**config.mk**
```make
export PLATFORM = sky130hd
export DESIGN_NAME = core_hazard_ctrl
export DESIGN_NICKNAME = d
export VERILOG_FILES = /design/src/rtl/core_hazard_ctrl.sv
export SDC_FILE = /design/constraint.sdc
export NUM_CORES = 1
export LEC_CHECK = 0
export CAP_MARGIN = 20
export CORE_MARGIN = 2
export CORE_UTILIZATION = 45
export CTS_BUF_LIST = sky130_fd_sc_hd__clkbuf_8
export CTS_CLUSTER_DIAMETER = 50
export DETAILED_ROUTE_END_ITERATION = 8
export GPL_TIMING_DRIVEN = 0
export PLACE_DENSITY = 0.77
export SYNTH_ARGS = -nofsm -noshare
export SYNTH_HDL_FRONTEND = slang
export SYNTH_SLANG_ARGS = --single-unit
export TNS_END_PERCENT = 10
```
**constraint.sdc**
```tcl
create_clock -name i_clk -period 7.05 [get_ports i_clk]
set_input_delay 2.115 -clock i_clk [delete_from_list [all_inputs] [get_ports i_clk]]
set_output_delay 2.115 -clock i_clk [all_outputs]
set_load 0.01 [all_outputs]
```
**src/rtl/core_hazard_ctrl.sv**
```systemverilog
// Pipeline hazard control: load-use stall, forwarding select, redirect flush, memory-busy freeze.
// Define CORE_HAZARD_FORWARD_EN to enable forwarding; otherwise any RAW match stalls until retired.
module core_hazard_ctrl (
    input  logic        i_clk,
    input  logic        i_rst_n,
    input  logic        i_id_valid,
    input  logic        i_src1_reg_en,
    input  logic        i_src2_reg_en,
    input  logic [4:0]  i_src1_reg_addr,
    input  logic [4:0]  i_src2_reg_addr,
    input  logic [4:0]  i_dst_reg_addr,
    input  logic        i_alures2reg,
    input  logic        i_memory2reg,
    input  logic        i_jal,
    input  logic        i_ex_redirect,
    input  logic        i_mem_busy,
    output logic        o_if_stall,
    output logic        o_id_stall,
    output logic        o_ex_stall,
    output logic        o_if_flush,
    output logic        o_id_bubble,
    output logic [1:0]  o_fwd1_sel,
    output logic [1:0]  o_fwd2_sel,
    output logic [15:0] o_stall_cnt
);

    typedef struct packed {
        logic       valid;
        logic [4:0] rd;
        logic       wr;
        logic       load;
    } shadow_t;

    shadow_t     ex_q, mem_q, wb_q, ex_d;
    logic [15:0] cnt_q;
    logic        freeze, redirect, hazard;
    logic        s1_ex, s1_mem, s1_wb, s2_ex, s2_mem, s2_wb;

    function automatic logic entry_hit(input shadow_t e, input logic en, input logic [4:0] addr);
        return en && (addr != 5'd0) && e.valid && e.wr && (e.rd == addr);
    endfunction

    assign freeze   = i_mem_busy & mem_q.valid;
    assign redirect = i_ex_redirect & ~freeze;

    assign s1_ex  = i_id_valid & entry_hit(ex_q,  i_src1_reg_en, i_src1_reg_addr);
    assign s1_mem = i_id_valid & entry_hit(mem_q, i_src1_reg_en, i_src1_reg_addr);
    assign s1_wb  = i_id_valid & entry_hit(wb_q,  i_src1_reg_en, i_src1_reg_addr);
    assign s2_ex  = i_id_valid & entry_hit(ex_q,  i_src2_reg_en, i_src2_reg_addr);
    assign s2_mem = i_id_valid & entry_hit(mem_q, i_src2_reg_en, i_src2_reg_addr);
    assign s2_wb  = i_id_valid & entry_hit(wb_q,  i_src2_reg_en, i_src2_reg_addr);

`ifdef CORE_HAZARD_FORWARD_EN
    // Only a load still in EX cannot be forwarded; WB is assumed to write through the regfile.
    logic unused_wb;
    assign unused_wb = ^{wb_q, s1_wb, s2_wb};
    assign hazard    = (s1_ex | s2_ex) & ex_q.load;

    always_comb begin
        o_fwd1_sel = 2'b00;
        o_fwd2_sel = 2'b00;
        if (s1_ex && !ex_q.load) o_fwd1_sel = 2'b01;
        else if (s1_mem)         o_fwd1_sel = 2'b10;
        if (s2_ex && !ex_q.load) o_fwd2_sel = 2'b01;
        else if (s2_mem)         o_fwd2_sel = 2'b10;
    end
`else
    logic unused_wb;
    assign unused_wb  = wb_q.load;
    assign hazard     = s1_ex | s1_mem | s1_wb | s2_ex | s2_mem | s2_wb;
    assign o_fwd1_sel = 2'b00;
    assign o_fwd2_sel = 2'b00;
`endif

    always_comb begin
        ex_d = '0;
        if (i_id_valid && !hazard && !redirect) begin
            ex_d.valid = 1'b1;
            ex_d.rd    = i_dst_reg_addr;
            ex_d.wr    = (i_alures2reg | i_memory2reg) & (i_dst_reg_addr != 5'd0);
            ex_d.load  = i_memory2reg;
        end
    end

    // Outputs are forced low while reset is held, regardless of the inputs.
    always_comb begin
        o_if_stall  = 1'b0;
        o_id_stall  = 1'b0;
        o_ex_stall  = 1'b0;
        o_if_flush  = 1'b0;
        o_id_bubble = 1'b0;
        if (i_rst_n) begin
            if (freeze) begin
                o_if_stall = 1'b1;
                o_id_stall = 1'b1;
                o_ex_stall = 1'b1;
            end else if (redirect) begin
                o_if_flush  = 1'b1;
                o_id_bubble = 1'b1;
            end else if (hazard) begin
                o_if_stall  = 1'b1;
                o_id_stall  = 1'b1;
                o_id_bubble = 1'b1;
            end else if (i_jal && i_id_valid) begin
                o_if_flush = 1'b1;
            end
        end
    end

    always_ff @(posedge i_clk or negedge i_rst_n) begin
        if (!i_rst_n) begin
            ex_q  <= '0;
            mem_q <= '0;
            wb_q  <= '0;
            cnt_q <= '0;
        end else begin
            if (!freeze) begin
                wb_q  <= mem_q;
                mem_q <= ex_q;
                ex_q  <= ex_d;
            end
            if (o_id_stall && cnt_q != 16'hFFFF) cnt_q <= cnt_q + 16'd1;
        end
    end

    assign o_stall_cnt = cnt_q;

endmodule

```
==> results.sh <==
export IMPL_wl_met2_microns=2260
export IMPL_setup_viol=0
export IMPL_leakagePower_nw=1.28
export IMPL_dpl_cell_area_sq_mm=0.00263
export IMPL_end_kind="output pin"
export IMPL_yosysTopAreaCell="dfrtp_1"
export IMPL_netlist_cell_type_count=32
export IMPL_grt_pass1_vias=1668
export IMPL_cts_buffers_inserted=5
export IMPL_power_share_combinational_pct=22.8
export IMPL_max_freq_mhz=144
export IMPL_synth_seq_cells=37
export IMPL_cts_tree="built"
export IMPL_p_int_uw=376
export IMPL_max_slew_margin_pct=44.7
export IMPL_firstDrtPassIters=4
export IMPL_clkSlewWorstSetupHoldPaths_ns=0.07
export IMPL_antenna_found_initial=0
export IMPL_port_buffers=45
export IMPL_ys_seq_area_share_pct=43.9
export IMPL_grt_pass1_wl_microns=7940
export IMPL_drc=0
export IMPL_row_count=24
export IMPL_synth_avg_cell_area_sq_um=9.41
export IMPL_period_share_pct=98.5
export IMPL_rsz0062_at_grt="false"
export IMPL_gp_congestion=0.899
export IMPL_utilization_pct=61.4
export IMPL_grt_max_degree=41
export IMPL_synth_cell_area_sq_mm=0.00211
export IMPL_vias_per_cell=5.38
export IMPL_dpl_hpwl_microns=3590
export IMPL_pwr_density_cell_mw_per_mm2=195
export IMPL_fin_total_pwr_uw=533
export IMPL_ant_nets=0
export IMPL_grt_usage_pct=19.4
export IMPL_worstSetupPathType="primary input to output pin"
export IMPL_route_detailed_wl_per_inst_microns=14.4
export IMPL_timing_hold_violations_final=0
export IMPL_worstSkewPairLatency_ns=0.28
export IMPL_vias=1791
export IMPL_yosysWarnings=0
export IMPL_hold_depth=1
export IMPL_power_frac_seq_pct=49.7
export IMPL_min_from="o_stall_cnt[6]"
export IMPL_outcome="finished clean"
export IMPL_ir_worst_vdd_v=0.000105
export IMPL_setup_worst_path_start_class="primary input"
export IMPL_top_layer_used="met4"
export IMPL_hp_class="flip-flop to flip-flop"
export IMPL_required_ns=4.93
export IMPL_globalRouteOverflowTotal=0
export IMPL_rr_endpoint="o_stall_cnt[14]"
export IMPL_insertedDiodeCount=0
export IMPL_synthCells=224
export IMPL_yosysTopAreaCellShare_pct=43.9
export IMPL_nets=307
export IMPL_area_growth_syn_to_layout_pct=29.6
export IMPL_io_pins=50
export IMPL_skew_ns=0.00486
export IMPL_synth_area_leaders="dfrtp_1, xor2_1, nand2_1"
export IMPL_synth_edf_count=0
export IMPL_crit_arrival_ns=4.83
export IMPL_r2r_start="mem_q[4]"
export IMPL_slew_violations=0
export IMPL_swShare_pct=29.4
export IMPL_layout_drive_gt1_share_pct=8.90
export IMPL_min_to="o_stall_cnt[6]"
export IMPL_die_x_microns=72.4
export IMPL_maxCapViolCount=0
export IMPL_setup_tns_ns=0
export IMPL_reg2regPathDepth=9
export IMPL_period_minus_slack_ns=6.95
export IMPL_power_frac_clock_pct=27.6
export IMPL_r2r_slack_ns=4.35
export IMPL_dr_wl_met3_microns=302
export IMPL_die_area_sq_mm=0.00525
export IMPL_max_clock_path_buffers=2
export IMPL_m1WireLength_microns=2170
export IMPL_design_area_sq_mm=0.00273
export IMPL_drt_iter0_markers=112
export IMPL_h_tree_depth=2
export IMPL_synth_flop_cell="dfrtp_1"
export IMPL_crit_fanout=10
export IMPL_worst_pin_slew_ns=0.829
export IMPL_die_y_microns=72.4
export IMPL_hold_buffers=0
export IMPL_whs_ns=0.503
export IMPL_cts_sinks=37
export IMPL_initial_utilization_pct=47.4
export IMPL_core_sq_mm=0.00444
export IMPL_p_sw_uw=157
export IMPL_cts_root_buffer="clkbuf_8"
export IMPL_routed_wirelength_microns=4780
export IMPL_ys_async_sr_fraction_pct=100
[how the worst max path moves through the flow]
stage	start	to	slack [ns]	cells past startpoint
finish	i_src2_reg_addr[1]	o_if_stall	0.10	9
global route	i_src1_reg_addr[1]	o_if_stall	0.02	9
CTS	i_src2_reg_addr[1]	o_if_stall	0.06	9
floorplan	i_src1_reg_addr[1]	o_if_stall	1.31	7
detailed placement	i_src2_reg_addr[1]	o_if_stall	0.06	9
global placement	i_rst_n	o_if_stall	-0.66	7
[synth_stat cells (3+ instances only)]
library cell	instances
nand4_1	9
nor2_1	3
o21ai_0	9
nand2_1	58
clkbuf_1	4
nor4_2	8
inv_1	4
or4_1	4
nand3_1	4
buf_4	6
nor4b_1	3
and3_1	3
xor2_1	37
dfrtp_1	37
xnor2_1	7
nor4_1	6
[metrics by stage]
stage | worst slack [ns] | instances
6_report | 0.102 | 333
5_1_grt | 0.0249 | 333
4_1_cts | 0.0563 | 331
3_5_place_dp | 0.0582 | 324
3_3_place_gp | -0.663 | 324
2_1_floorplan | 1.31 | 227
[critical path, stage by stage]
cell             delay [ns]
clkdlybuf4s50_1        0.52
or4_1                  0.56
o21ai_1                0.22
a311oi_1               0.09
nor3_2                 0.38
buf_4                  0.27
inv_1                  0.07
buf_4                  0.12
clkdlybuf4s50_1        0.46
[power groups by stage]
stage	clock network (mW)	logic [mW]	registers, mW
finish	0.147	0.121	0.264
global route	0.159	0.133	0.268
global placement	0	0.120	0.267
detailed placement	0	0.121	0.268
CTS	0.148	0.122	0.264
floorplan	0	0.0556	0.268
[cell families (layout without fill, tap and decap cells)]
group / count (synthesis) / in the layout / synth area share [%]
AND/OR/NAND/NOR: 106 / 106 / 27.1
XOR/XNOR: 44 / 44 / 18.3
flip-flops: 37 / 37 / 43.9
AO/OA/AOI/OAI: 18 / 18 / 5.05
buffers and inverters: 15 / 69 / 3.80
multiplexers: 2 / 2 / 1.07
adder cells (fa/ha/maj): 1 / 1 / 0.594
other: 1 / 4 / 0.178
[cell usage in the layout (no fill, tap or decap), types with 5 or more instances in the layout]
cell,count
nand4_1,9
nor4_2,8
buf_4,8
clkbuf_8,6
xor2_1,37
nand2_1,58
inv_1,5
o21ai_0,8
dfrtp_1,37
xnor2_1,7
nor4_1,6
clkdlybuf4s50_1,44
[sequential cells by signal, summed over array words and instances, names as in the netlist]
signal / count
o_stall_cnt: 16
ex_q: 7
mem_q: 7
wb_q: 7
[layer usage]
metal | up-vias | GRT usage [%]
met5 | - | 0
met1 | 850 | 27.8
met3 | 4 | 3.33
li1 | 870 | -
met4 | 0 | 6.17
met2 | 67 | 30.1
[layout make-up]
class / instances / area (sq um)
fillers: 377 / 1710
multi-input cells: 175 / 1110
flip-flops and latches: 37 / 926
repair buffers: 47 / 460
clock buffers: 6 / 82.6
plain buffers: 11 / 65.1
well taps: 52 / 65.1
inverters: 4 / 15.0
clock inverters: 1 / 3.75
[repair_timing]
| item | in CTS | in global routing |
|---|---|---|
| setup endpoints to repair | 0 | 1 |
| buffers inserted | 0 | 2 |
| resized for setup | 0 | 1 |
No activity file was read; power rests on OpenSTA's default activity.
